$ cat config.mk
export PLATFORM = sky130hd
export DESIGN_NAME = sr_window_scheduler
export DESIGN_NICKNAME = d
export VERILOG_FILES = /design/src/rtl/sr_pkg.sv /design/src/rtl/sr_raster_counter.sv /design/src/rtl/sr_window_scheduler.sv
export SDC_FILE = /design/constraint.sdc
export NUM_CORES = 1
export LEC_CHECK = 0
export CORE_AREA = 3 3 231 165
export CTS_BUF_LIST = sky130_fd_sc_hd__clkbuf_4 sky130_fd_sc_hd__clkbuf_8
export DETAILED_ROUTE_END_ITERATION = 10
export DIE_AREA = 0 0 234 168
export PLACE_DENSITY_LB_ADDON = 0.25
export SETUP_SLACK_MARGIN = 0.5
export SLEW_MARGIN = 20
export SYNTH_ARGS = -nofsm -noshare
export SYNTH_HDL_FRONTEND = slang
export SYNTH_HIERARCHICAL = 1
export SYNTH_SLANG_ARGS = --single-unit
$ cat constraint.sdc
create_clock -name clk -period 11.6 [get_ports clk]
set_input_delay 2.32 -clock clk [delete_from_list [all_inputs] [get_ports clk]]
set_output_delay 2.32 -clock clk [all_outputs]
set_load 0.02 [all_outputs]
$ cat src/rtl/sr_pkg.sv
// rtl/sr_pkg.sv - shared types and constants for the super-resolution window scheduler
// Contents: controller state enum, 3x3 tap offsets (row-major, tap 4 = centre),
// zero-pixel constant used for padding, and the frame address width helper.
package sr_pkg;

    typedef enum logic [2:0] {
        S_IDLE,
        S_FETCH,
        S_DRAIN,
        S_START,
        S_WAIT_SR,
        S_PUSH,
        S_DONE
    } state_t;

    localparam int NUM_TAPS = 9;

    localparam int TAP_DX [NUM_TAPS] = '{-1, 0, 1, -1, 0, 1, -1, 0, 1};
    localparam int TAP_DY [NUM_TAPS] = '{-1, -1, -1, 0, 0, 0, 1, 1, 1};

    // Wide enough for any realistic pixel; users truncate to PIXEL_WIDTH.
    localparam logic [63:0] ZERO_PIXEL = '0;

    function automatic int calc_addr_w(input int w, input int h);
        return $clog2(w * h);
    endfunction

endpackage

$ cat src/rtl/sr_raster_counter.sv
// rtl/sr_raster_counter.sv - x/y/linear-address raster counter with row wrap
// Ports:
//   clk, rst            clock, synchronous active-high reset
//   clr                 restart at pixel (0,0)
//   adv                 step to the next pixel in raster order
//   x, y, addr          current pixel position and its linear frame address
//   x_nxt, y_nxt, addr_nxt  values the counter will hold after this edge
//   last_col, last_row, last_pixel  current pixel sits on the right edge / bottom edge / both
module sr_raster_counter
    import sr_pkg::*;
#(
    parameter int WIDTH  = 320,
    parameter int HEIGHT = 240,
    localparam int ADDR_W = calc_addr_w(WIDTH, HEIGHT)
) (
    input  logic              clk,
    input  logic              rst,
    input  logic              clr,
    input  logic              adv,
    output logic [15:0]       x,
    output logic [15:0]       y,
    output logic [ADDR_W-1:0] addr,
    output logic [15:0]       x_nxt,
    output logic [15:0]       y_nxt,
    output logic [ADDR_W-1:0] addr_nxt,
    output logic              last_col,
    output logic              last_row,
    output logic              last_pixel
);

    assign last_col   = (x == 16'(WIDTH - 1));
    assign last_row   = (y == 16'(HEIGHT - 1));
    assign last_pixel = last_col && last_row;

    // The linear address is stepped alongside x/y so no multiply is needed.
    always_comb begin
        x_nxt    = x;
        y_nxt    = y;
        addr_nxt = addr;
        if (clr) begin
            x_nxt    = '0;
            y_nxt    = '0;
            addr_nxt = '0;
        end else if (adv) begin
            addr_nxt = last_pixel ? '0 : addr + ADDR_W'(1);
            if (last_col) begin
                x_nxt = '0;
                y_nxt = last_row ? '0 : y + 16'd1;
            end else begin
                x_nxt = x + 16'd1;
            end
        end
    end

    always_ff @(posedge clk) begin
        if (rst) begin
            x    <= '0;
            y    <= '0;
            addr <= '0;
        end else begin
            x    <= x_nxt;
            y    <= y_nxt;
            addr <= addr_nxt;
        end
    end

endmodule

$ cat src/rtl/sr_window_scheduler.sv
// rtl/sr_window_scheduler.sv - per-frame 3x3 window fetch and super-resolution core sequencer
// Ports:
//   clk, rst                      clock, synchronous active-high reset
//   frame_ready                   pulse: frame buffer complete, start a frame
//   bram_addr / bram_dout         frame-buffer read port (data one cycle after address)
//   sr_start, sr_x, sr_y          core start pulse and pixel position
//   sr_neighborhood               9 taps, tap k at bits [k*PIXEL_WIDTH +: PIXEL_WIDTH]
//   sr_done, sr_pixel             core result handshake
//   fifo_count                    output FIFO fill level
//   fifo_write, fifo_data         output FIFO push
//   busy, frame_done              frame in progress / final pixel pushed
//   err                           sticky: [0] frame_ready while busy, [1] core timeout
module sr_window_scheduler
    import sr_pkg::*;
#(
    parameter int WIDTH       = 320,
    parameter int HEIGHT      = 240,
    parameter int PIXEL_WIDTH = 24,
    parameter int FIFO_LIMIT  = 1000,
    parameter int SR_TIMEOUT  = 4096,
    localparam int ADDR_W     = calc_addr_w(WIDTH, HEIGHT)
) (
    input  logic                     clk,
    input  logic                     rst,
    input  logic                     frame_ready,
    output logic [ADDR_W-1:0]        bram_addr,
    input  logic [PIXEL_WIDTH-1:0]   bram_dout,
    output logic                     sr_start,
    output logic [15:0]              sr_x,
    output logic [15:0]              sr_y,
    output logic [9*PIXEL_WIDTH-1:0] sr_neighborhood,
    input  logic                     sr_done,
    input  logic [PIXEL_WIDTH-1:0]   sr_pixel,
    input  logic [9:0]               fifo_count,
    output logic                     fifo_write,
    output logic [PIXEL_WIDTH-1:0]   fifo_data,
    output logic                     busy,
    output logic                     frame_done,
    output logic [1:0]               err
);

    state_t            state;
    logic [3:0]        fetch_k;
    logic [31:0]       wait_cnt;

    logic [15:0]       cnt_x, cnt_y, nxt_x, nxt_y;
    logic [ADDR_W-1:0] cnt_addr, nxt_addr;
    logic              last_col, last_row, last_pixel;

    logic              accept;
    logic              push_ok;
    int                cap_idx;
    logic              cap_ok;

    function automatic logic tap_ok(input int k, input logic at_l, input logic at_r,
                                    input logic at_t, input logic at_b);
        logic ok;
        ok = 1'b1;
        if (TAP_DX[k] < 0 && at_l) ok = 1'b0;
        if (TAP_DX[k] > 0 && at_r) ok = 1'b0;
        if (TAP_DY[k] < 0 && at_t) ok = 1'b0;
        if (TAP_DY[k] > 0 && at_b) ok = 1'b0;
        return ok;
    endfunction

    // Out-of-frame taps re-read the centre; the captured value is zeroed anyway.
    // Negative offsets wrap modulo 2^ADDR_W, which is exact for in-frame taps.
    function automatic logic [ADDR_W-1:0] tap_addr(input int k, input logic ok,
                                                   input logic [ADDR_W-1:0] ca);
        if (!ok) return ca;
        return ca + ADDR_W'(TAP_DY[k] * WIDTH + TAP_DX[k]);
    endfunction

    assign accept  = (state == S_IDLE) && frame_ready;
    assign push_ok = (state == S_PUSH) && (int'(fifo_count) <= FIFO_LIMIT);

    // Combinational so the push decision uses this cycle's fill level.
    assign fifo_write = push_ok && !rst;

    assign sr_x = cnt_x;
    assign sr_y = cnt_y;

    sr_raster_counter #(
        .WIDTH  (WIDTH),
        .HEIGHT (HEIGHT)
    ) u_raster (
        .clk        (clk),
        .rst        (rst),
        .clr        (accept),
        .adv        (push_ok),
        .x          (cnt_x),
        .y          (cnt_y),
        .addr       (cnt_addr),
        .x_nxt      (nxt_x),
        .y_nxt      (nxt_y),
        .addr_nxt   (nxt_addr),
        .last_col   (last_col),
        .last_row   (last_row),
        .last_pixel (last_pixel)
    );

    // Data on bram_dout belongs to the tap issued in the previous cycle.
    always_comb begin
        cap_idx = 0;
        if (state == S_DRAIN) cap_idx = 8;
        else if (fetch_k != 4'd0) cap_idx = int'(fetch_k) - 1;
        cap_ok = tap_ok(cap_idx, cnt_x == 16'd0, last_col, cnt_y == 16'd0, last_row);
    end

    always_ff @(posedge clk) begin
        if (rst) begin
            state           <= S_IDLE;
            fetch_k         <= '0;
            wait_cnt        <= '0;
            bram_addr       <= '0;
            sr_neighborhood <= '0;
            sr_start        <= 1'b0;
            fifo_data       <= '0;
            busy            <= 1'b0;
            frame_done      <= 1'b0;
            err             <= '0;
        end else begin
            sr_start   <= 1'b0;
            frame_done <= 1'b0;
            if (frame_ready && state != S_IDLE) err[0] <= 1'b1;

            case (state)
                S_IDLE: begin
                    if (frame_ready) begin
                        state     <= S_FETCH;
                        busy      <= 1'b1;
                        fetch_k   <= '0;
                        bram_addr <= tap_addr(0, tap_ok(0, nxt_x == 16'd0, nxt_x == 16'(WIDTH - 1),
                                                        nxt_y == 16'd0, nxt_y == 16'(HEIGHT - 1)),
                                              nxt_addr);
                    end
                end
                S_FETCH: begin
                    if (fetch_k != 4'd0)
                        sr_neighborhood[cap_idx*PIXEL_WIDTH +: PIXEL_WIDTH] <=
                            cap_ok ? bram_dout : PIXEL_WIDTH'(ZERO_PIXEL);
                    if (fetch_k == 4'd8) begin
                        state <= S_DRAIN;
                    end else begin
                        fetch_k   <= fetch_k + 4'd1;
                        bram_addr <= tap_addr(int'(fetch_k) + 1,
                                              tap_ok(int'(fetch_k) + 1, cnt_x == 16'd0, last_col,
                                                     cnt_y == 16'd0, last_row),
                                              cnt_addr);
                    end
                end
                S_DRAIN: begin
                    sr_neighborhood[cap_idx*PIXEL_WIDTH +: PIXEL_WIDTH] <=
                        cap_ok ? bram_dout : PIXEL_WIDTH'(ZERO_PIXEL);
                    state    <= S_START;
                    sr_start <= 1'b1;
                end
                S_START: begin
                    state    <= S_WAIT_SR;
                    wait_cnt <= '0;
                end
                S_WAIT_SR: begin
                    if (sr_done) begin
                        fifo_data <= sr_pixel;
                        state     <= S_PUSH;
                    end else if (wait_cnt == 32'(SR_TIMEOUT - 1)) begin
                        fifo_data <= '0;
                        err[1]    <= 1'b1;
                        state     <= S_PUSH;
                    end else begin
                        wait_cnt <= wait_cnt + 32'd1;
                    end
                end
                S_PUSH: begin
                    if (push_ok) begin
                        if (last_pixel) begin
                            state      <= S_DONE;
                            frame_done <= 1'b1;
                        end else begin
                            state     <= S_FETCH;
                            fetch_k   <= '0;
                            bram_addr <= tap_addr(0, tap_ok(0, nxt_x == 16'd0, nxt_x == 16'(WIDTH - 1),
                                                            nxt_y == 16'd0, nxt_y == 16'(HEIGHT - 1)),
                                                  nxt_addr);
                        end
                    end
                end
                S_DONE: begin
                    busy  <= 1'b0;
                    state <= S_IDLE;
                end
                default: state <= S_IDLE;
            endcase
        end
    end

endmodule
* After elaboration in Yosys (flattened, before gate mapping)
Memory sizes are Yosys's and may differ from the RTL's.
Index checks and enable logic that the tools add are counted.
** Storage, ports and cells
- Bits in registers :: 350
- Memories kept :: 4
- Logic and storage cells :: 191
- ROM bits :: 2048
- Input port bits :: 62
** Memory list
- (no name shown) :: words 16, bits a word 32, rd ports 1, clocked after Yosys merged registers in 0, wr ports 0, RTL line sr_window_scheduler.sv:71 : return ca + ADDR_W'(TAP_DY[k] * WIDTH + TAP_DX[k]);
- (no name shown) :: words 16, bits a word 32, rd ports 1, clocked after Yosys merged registers in 0, wr ports 0, RTL line sr_window_scheduler.sv:71
- (no name shown) :: words 16, bits a word 32, rd ports 1, clocked after Yosys merged registers in 0, wr ports 0, RTL line sr_window_scheduler.sv:62 : if (TAP_DY[k] > 0 && at_b) ok = 1'b0;
- (no name shown) :: words 16, bits a word 32, rd ports 1, clocked after Yosys merged registers in 0, wr ports 0, RTL line sr_window_scheduler.sv:60 : if (TAP_DX[k] > 0 && at_r) ok = 1'b0;
** Operators by class
- Order comparisons :: 11
- Shift-type cells :: 2
- Muxes and demuxes :: 89
- Add/sub/neg operators :: 11
- Equality and inequality tests :: 19
- Reductions and logical operators :: 34
- Bitwise gates (word level) :: 5
- Multipliers :: 2
** Operator list (count)
- case mux 216 bit (2 select lines) :: 1
- two-way mux 32 bit :: 12
- two-way mux 17 bit :: 13
- bitwise mux 216 bit :: 1
- two-way mux 216 bit :: 1
- variable shift 24 x 33 -> 216 bit, first input constant :: 1
- variable part select 24 x 33 -> 216 bit :: 1
- greater-than comparator 32 x 1 -> 1 bit, second input constant :: 4
- < comparator 32 x 1 -> 1 bit, second input constant :: 4
- two-way mux 16 bit :: 7
- two-way mux 24 bit :: 3
- greater-or-equal comparator 32 x 5 -> 1 bit, second input constant :: 2
- zero test 16 bit :: 4
- case mux 32 bit (2 select lines) :: 1
- case mux 17 bit (3 select lines) :: 1
- two-way mux 1 bit :: 36
- adder 17 bit :: 2
- negator 32 -> 33 bit :: 1
- adder 16 x 1 -> 16 bit, second input constant :: 2
- adder 32 x 1 -> 32 bit, second input constant :: 1
- == test 32 x 12 -> 1 bit, second input constant :: 1
- multiplier 32 x 3 -> 29 bit, second input constant :: 1
- multiplier 32 x 4 -> 11 bit, second input constant :: 1
- inverter 32 bit :: 1
- 32 further kinds :: 71

* Depth between registers and ports, before layout
- Depth in word-level cells :: 21
- Mapped depth :: 28

* By module
Netlist, hierarchy kept.
** Modules (own cells, without submodules)
- sr_window_scheduler :: instances 1, seq. area each 6025.8 um^2, cells each 2009, area each 17093.9 um^2
- sr_raster_counter :: instances 1, seq. area each 980.9 um^2, cells each 340, area each 2677.6 um^2

* Worst setup path before layout
No wires, ideal clock.
- Path kind :: reg2reg
- Start :: register fetch_k[0]
- End :: register sr_neighborhood[176]
- Path buffers :: 6
- Required time :: 11.527 ns
- Stages on the path, launching flop included :: 24
- Path slack :: 4.740 ns
- Period minus slack after synthesis :: 6.860 ns
- Arrival :: 6.787 ns
- Cell sequence :: dfxtp_1 -> clkbuf_1 -> inv_1 -> ha_1 -> or3b_1 -> nand3_2 -> inv_1 -> clkbuf_1 -> buf_1 -> clkbuf_1 -> ha_1 -> ha_1 -> fa_1 -> nand4bb_1 -> or4_4 -> nor3_1 -> mux2i_1 -> a21oi_1 -> or4_4 -> or4_4 -> buf_6 -> buf_8 -> nor3_4 -> mux2i_1
** Between the ends
- Longest elaborated chain between the ends :: 18
- Elaborated cells between the ends (all ways) :: 33
- Classes of those cells :: add/sub: 2; mul: 1; order compare: 4; eq/ne: 1; shift: 2; mux: 14; bitwise: 1; reduce/logical: 6; memory: 2
** RTL lines
- from (decl) :: RTL line sr_window_scheduler.sv:43 : logic [3:0] fetch_k;
- from (signal assigned) :: RTL line sr_window_scheduler.sv:145 : fetch_k <= fetch_k + 4'd1;
- branches (longest 18 deep; another with negator 32 -> 33 bit)
- to (signal, indexed assignment) :: RTL line sr_window_scheduler.sv:140 : sr_neighborhood[cap_idx*PIXEL_WIDTH +: PIXEL_WIDTH] <=
- to (signal, indexed assignment) :: RTL line sr_window_scheduler.sv:153 : sr_neighborhood[cap_idx*PIXEL_WIDTH +: PIXEL_WIDTH] <=
- to (decl) :: RTL line sr_window_scheduler.sv:31 : output logic [9*PIXEL_WIDTH-1:0] sr_neighborhood,
Several ways; the timed one is not identified. The select of a mux whose other input is x is not followed.
A chain may end at the register's enable or synchronous reset.

* Worst setup path in the final report
- Start :: register fetch_k[0]
- End :: register sr_neighborhood[133]
The elaborated chain is that of the path after synthesis.

==> flow_summary.json <==
{
  "num_io_pins": 357,
  "synth_seq_area_share_pct": 35.4,
  "drt-pass1-iter-count": 6,
  "ffs_w_async_s_r_synth_pct": 0,
  "synth-warning-count": 6,
  "synth_ff_type": "sky130_fd_sc_hd__dfxtp_1",
  "final-hold-violation-count": 0,
  "hold_class": "register to register",
  "postSynthRegisterBits": 350,
  "rsz0062_at_grt": "false",
  "final_period_minus_worst_setup_slack_ns": 7.21,
  "finClkSkew_ns": 0.0431,
  "tritoncts": "yes",
  "drc": 0,
  "wirelength_microns": 66100,
  "synth.lib_cells_used.distinct": 88,
  "post-route-util_pct": 68.9,
  "power.static_leakage_nw": 9.35,
  "die-area_sq_um": 39300,
  "vias": 19000,
  "cts_resized": 0,
  "cts.path.max_buffers": 3,
  "synthCells": 2349,
  "grt_max_degree": 132,
  "synth_edf_count": 0,
  "start_util_pct": 55.0,
  "timing.critical_path.from_type": "register",
  "first_global_vias": 18200,
  "grt_usage_pct": 32.4,
  "cts_htree_levels": 2,
  "worst_pin_slew_ns": 1.11,
  "root_buffer": "sky130_fd_sc_hd__clkbuf_8",
  "synthesis.area_sq_um": 19800,
  "power.density_nw_per_um2": 174,
  "final-setup-viol-count": 0,
  "timing.final.crit_share_pct": 62.2,
  "worstPathRequired_ns": 12.10,
  "finish.net_count": 2778,
  "fp.coreArea_sq_um": 35900,
  "clock_insertion_delay_worst_skew_ns": 0.63,
  "total_negative_setup_slacks_ns": 0,
  "highest_achievable_clock_rate_ghz": 0.139,
  "gr-total-overflow": 0,
  "clkSinkCount": 350,
  "post_cts_hold_buffer_count": 0,
  "timing.setup.critical_path_class": "register to register",
  "wl_per_instance_microns": 20.8,
  "place.detailed.hpwl_microns": 48700,
  "drive_above_1_share_pct": 7.87,
  "cp_max_fo": 35,
  "die_height_microns": 168,
  "die_span_x_microns": 234,
  "arrival_ns": 7.72,
  "gp_congestion": 1.00,
  "vias_per_cell": 5.98,
  "synth_area_per_cell_sq_um": 8.42,
  "cts_buffers": 55,
  "grt_pass1_wl_microns": 102000,
  "timing.final.max_slew_violations": 0,
  "num_rows": 58,
  "run_status": "finished clean",
  "detailedRoute.firstIterationViolations": 1847,
  "syn_to_layout_area_delta_pct": 25.2,
  "drtAntennaViolNets": 0,
  "cts.repair_timing.setup_buffer_count": 0,
  "timing.slew.headroom_pct": 25.3,
  "vdd_drop_max_uv": 159,
  "critical_path.endpoint_type": "register",
  "drv_cap": 0,
  "number_of_antenna_violations_at_the_first_check_in_global_routing": 1,
  "clk_pin_slew_worst_paths_ns": 0.07,
  "number_of_port_buffers": 356
}
==> worst max-delay path: stages, from the launching register on <==
cell and delay (ns):
sky130_fd_sc_hd__dfxtp_1 0.41, sky130_fd_sc_hd__inv_1 0.21, sky130_fd_sc_hd__ha_1 0.27, sky130_fd_sc_hd__or3b_1 0.44, sky130_fd_sc_hd__nand3_2 0.10, sky130_fd_sc_hd__buf_4 0.40, sky130_fd_sc_hd__inv_1 0.12, sky130_fd_sc_hd__ha_1 0.26
sky130_fd_sc_hd__ha_1 0.23, sky130_fd_sc_hd__a21o_1 0.16, sky130_fd_sc_hd__a21o_1 0.19, sky130_fd_sc_hd__ha_1 0.43, sky130_fd_sc_hd__or4b_4 0.62, sky130_fd_sc_hd__nor3_4 0.29, sky130_fd_sc_hd__and2_1 0.23, sky130_fd_sc_hd__and2_1 0.14
sky130_fd_sc_hd__o21ai_0 0.18, sky130_fd_sc_hd__a211oi_1 0.63, sky130_fd_sc_hd__nand3_1 0.42, sky130_fd_sc_hd__nor4_2 0.94, sky130_fd_sc_hd__mux2_2 0.42
==> synthesized netlist by cell type, types with 41 or more instances <==
cell type                  instances  area, sq um
sky130_fd_sc_hd__xor2_1           58          508
sky130_fd_sc_hd__o21ai_0          91          455
sky130_fd_sc_hd__dfxtp_1         350         7010
sky130_fd_sc_hd__nor2b_1          52          325
sky130_fd_sc_hd__ha_1             50          626
sky130_fd_sc_hd__nand2b_1        158          988
sky130_fd_sc_hd__nor3_1           82          410
sky130_fd_sc_hd__clkbuf_1        110          413
sky130_fd_sc_hd__nand2_1         217          815
sky130_fd_sc_hd__nor2_1          255          957
sky130_fd_sc_hd__xnor2_1          51          447
sky130_fd_sc_hd__a21oi_1          85          425
sky130_fd_sc_hd__mux2_2           41          462
sky130_fd_sc_hd__mux2i_1         169         1690
sky130_fd_sc_hd__nand3_1          83          415
sky130_fd_sc_hd__nor4_1           41          257
==> power breakdown <==
group / internal [mW] / total, mW / switching, mW
Clock: 0.605 / 1.12 / 0.514
Combinational: 0.580 / 1.93 / 1.35
Sequential: 1.23 / 1.26 / 0.0301
==> routing by layer <==
layer,GRT usage (%),share of wire (%),up-vias
met5,1.63,0.13,-
met4,9.84,3.1,2
met3,10.3,10,150
met2,47.8,42,922
met1,45.0,44,9050
li1,-,-,8883
==> per-stage QoR <==
stage	cells	setup WS (ns)	hold WS (ns)	instance area, sq um	power [mW]
finish	3176	4.39	0.469	24800	4.31
global route	3175	4.01	0.491	24800	4.52
CTS	3175	4.51	0.471	24700	4.24
detailed placement	3077	4.56	0.461	23600	3.12
global placement	3077	4.71	0.453	23600	3.09
floorplan	2357	4.74	0.461	19800	2.55
==> sequential cells by signal, indices dropped and copies added, names as in the netlist <==
register / cells
bram_addr: 17
busy: 1
err: 2
fetch_k: 4
fifo_data: 24
frame_done: 1
sr_neighborhood: 216
sr_start: 1
state: 3
u_raster/addr: 17
u_raster/x: 16
u_raster/y: 16
wait_cnt: 32
==> logic make-up after synthesis <==
group | after synthesis | synth area share, %
adders and majority gates | 62 | 4.38
AOI/OAI and AO/OA | 350 | 11.4
buffers and inverters | 174 | 3.69
other | 2 | 0.0380
xor gates and xnor gates | 110 | 4.91
DFF | 350 | 35.4
muxes | 210 | 10.9
and+or+nand+nor | 1091 | 29.3
==> layout by cell type (no fill, tap or decap), types with 20 or more instances in the layout <==
cell                              count
sky130_fd_sc_hd__xor2_1              58
sky130_fd_sc_hd__ha_1                50
sky130_fd_sc_hd__a22oi_1             28
sky130_fd_sc_hd__clkdlybuf4s50_1    355
sky130_fd_sc_hd__a21oi_1             85
sky130_fd_sc_hd__clkbuf_8            67
sky130_fd_sc_hd__inv_1               38
sky130_fd_sc_hd__nor2_1             254
sky130_fd_sc_hd__mux2_2              41
sky130_fd_sc_hd__xnor2_1             51
sky130_fd_sc_hd__nor2b_1             52
sky130_fd_sc_hd__nand2b_1           157
sky130_fd_sc_hd__mux2i_1            169
sky130_fd_sc_hd__nor3_1              82
sky130_fd_sc_hd__o21ai_0             91
sky130_fd_sc_hd__or3_1               35
sky130_fd_sc_hd__nand2_1            217
sky130_fd_sc_hd__nor4_1              39
sky130_fd_sc_hd__nand3_1             83
sky130_fd_sc_hd__dfxtp_1            350
sky130_fd_sc_hd__and3_1              20
sky130_fd_sc_hd__nand4_1             30
==> cell type report <==
type,instances,area [sq um]
multi-input cells,1833,12100
fillers,2894,11200
flip-flops and latches,350,7010
repair buffers,375,3710
clock buffers,78,998
well taps,480,601
clock inverters,20,179
inverters,39,146
diodes,1,2.50
==> final timing paths <==
check                             from                   end  slack, ns  cells past startpoint
hold / removal    sr_neighborhood[124]  sr_neighborhood[124]       0.47                      2
setup reg to reg            fetch_k[0]  sr_neighborhood[133]       4.39                     20
setup / recovery            fetch_k[0]  sr_neighborhood[133]       4.39                     20
hold reg to reg   sr_neighborhood[124]  sr_neighborhood[124]       0.47                      2
Note: power is estimated with default switching activity, not from simulation.
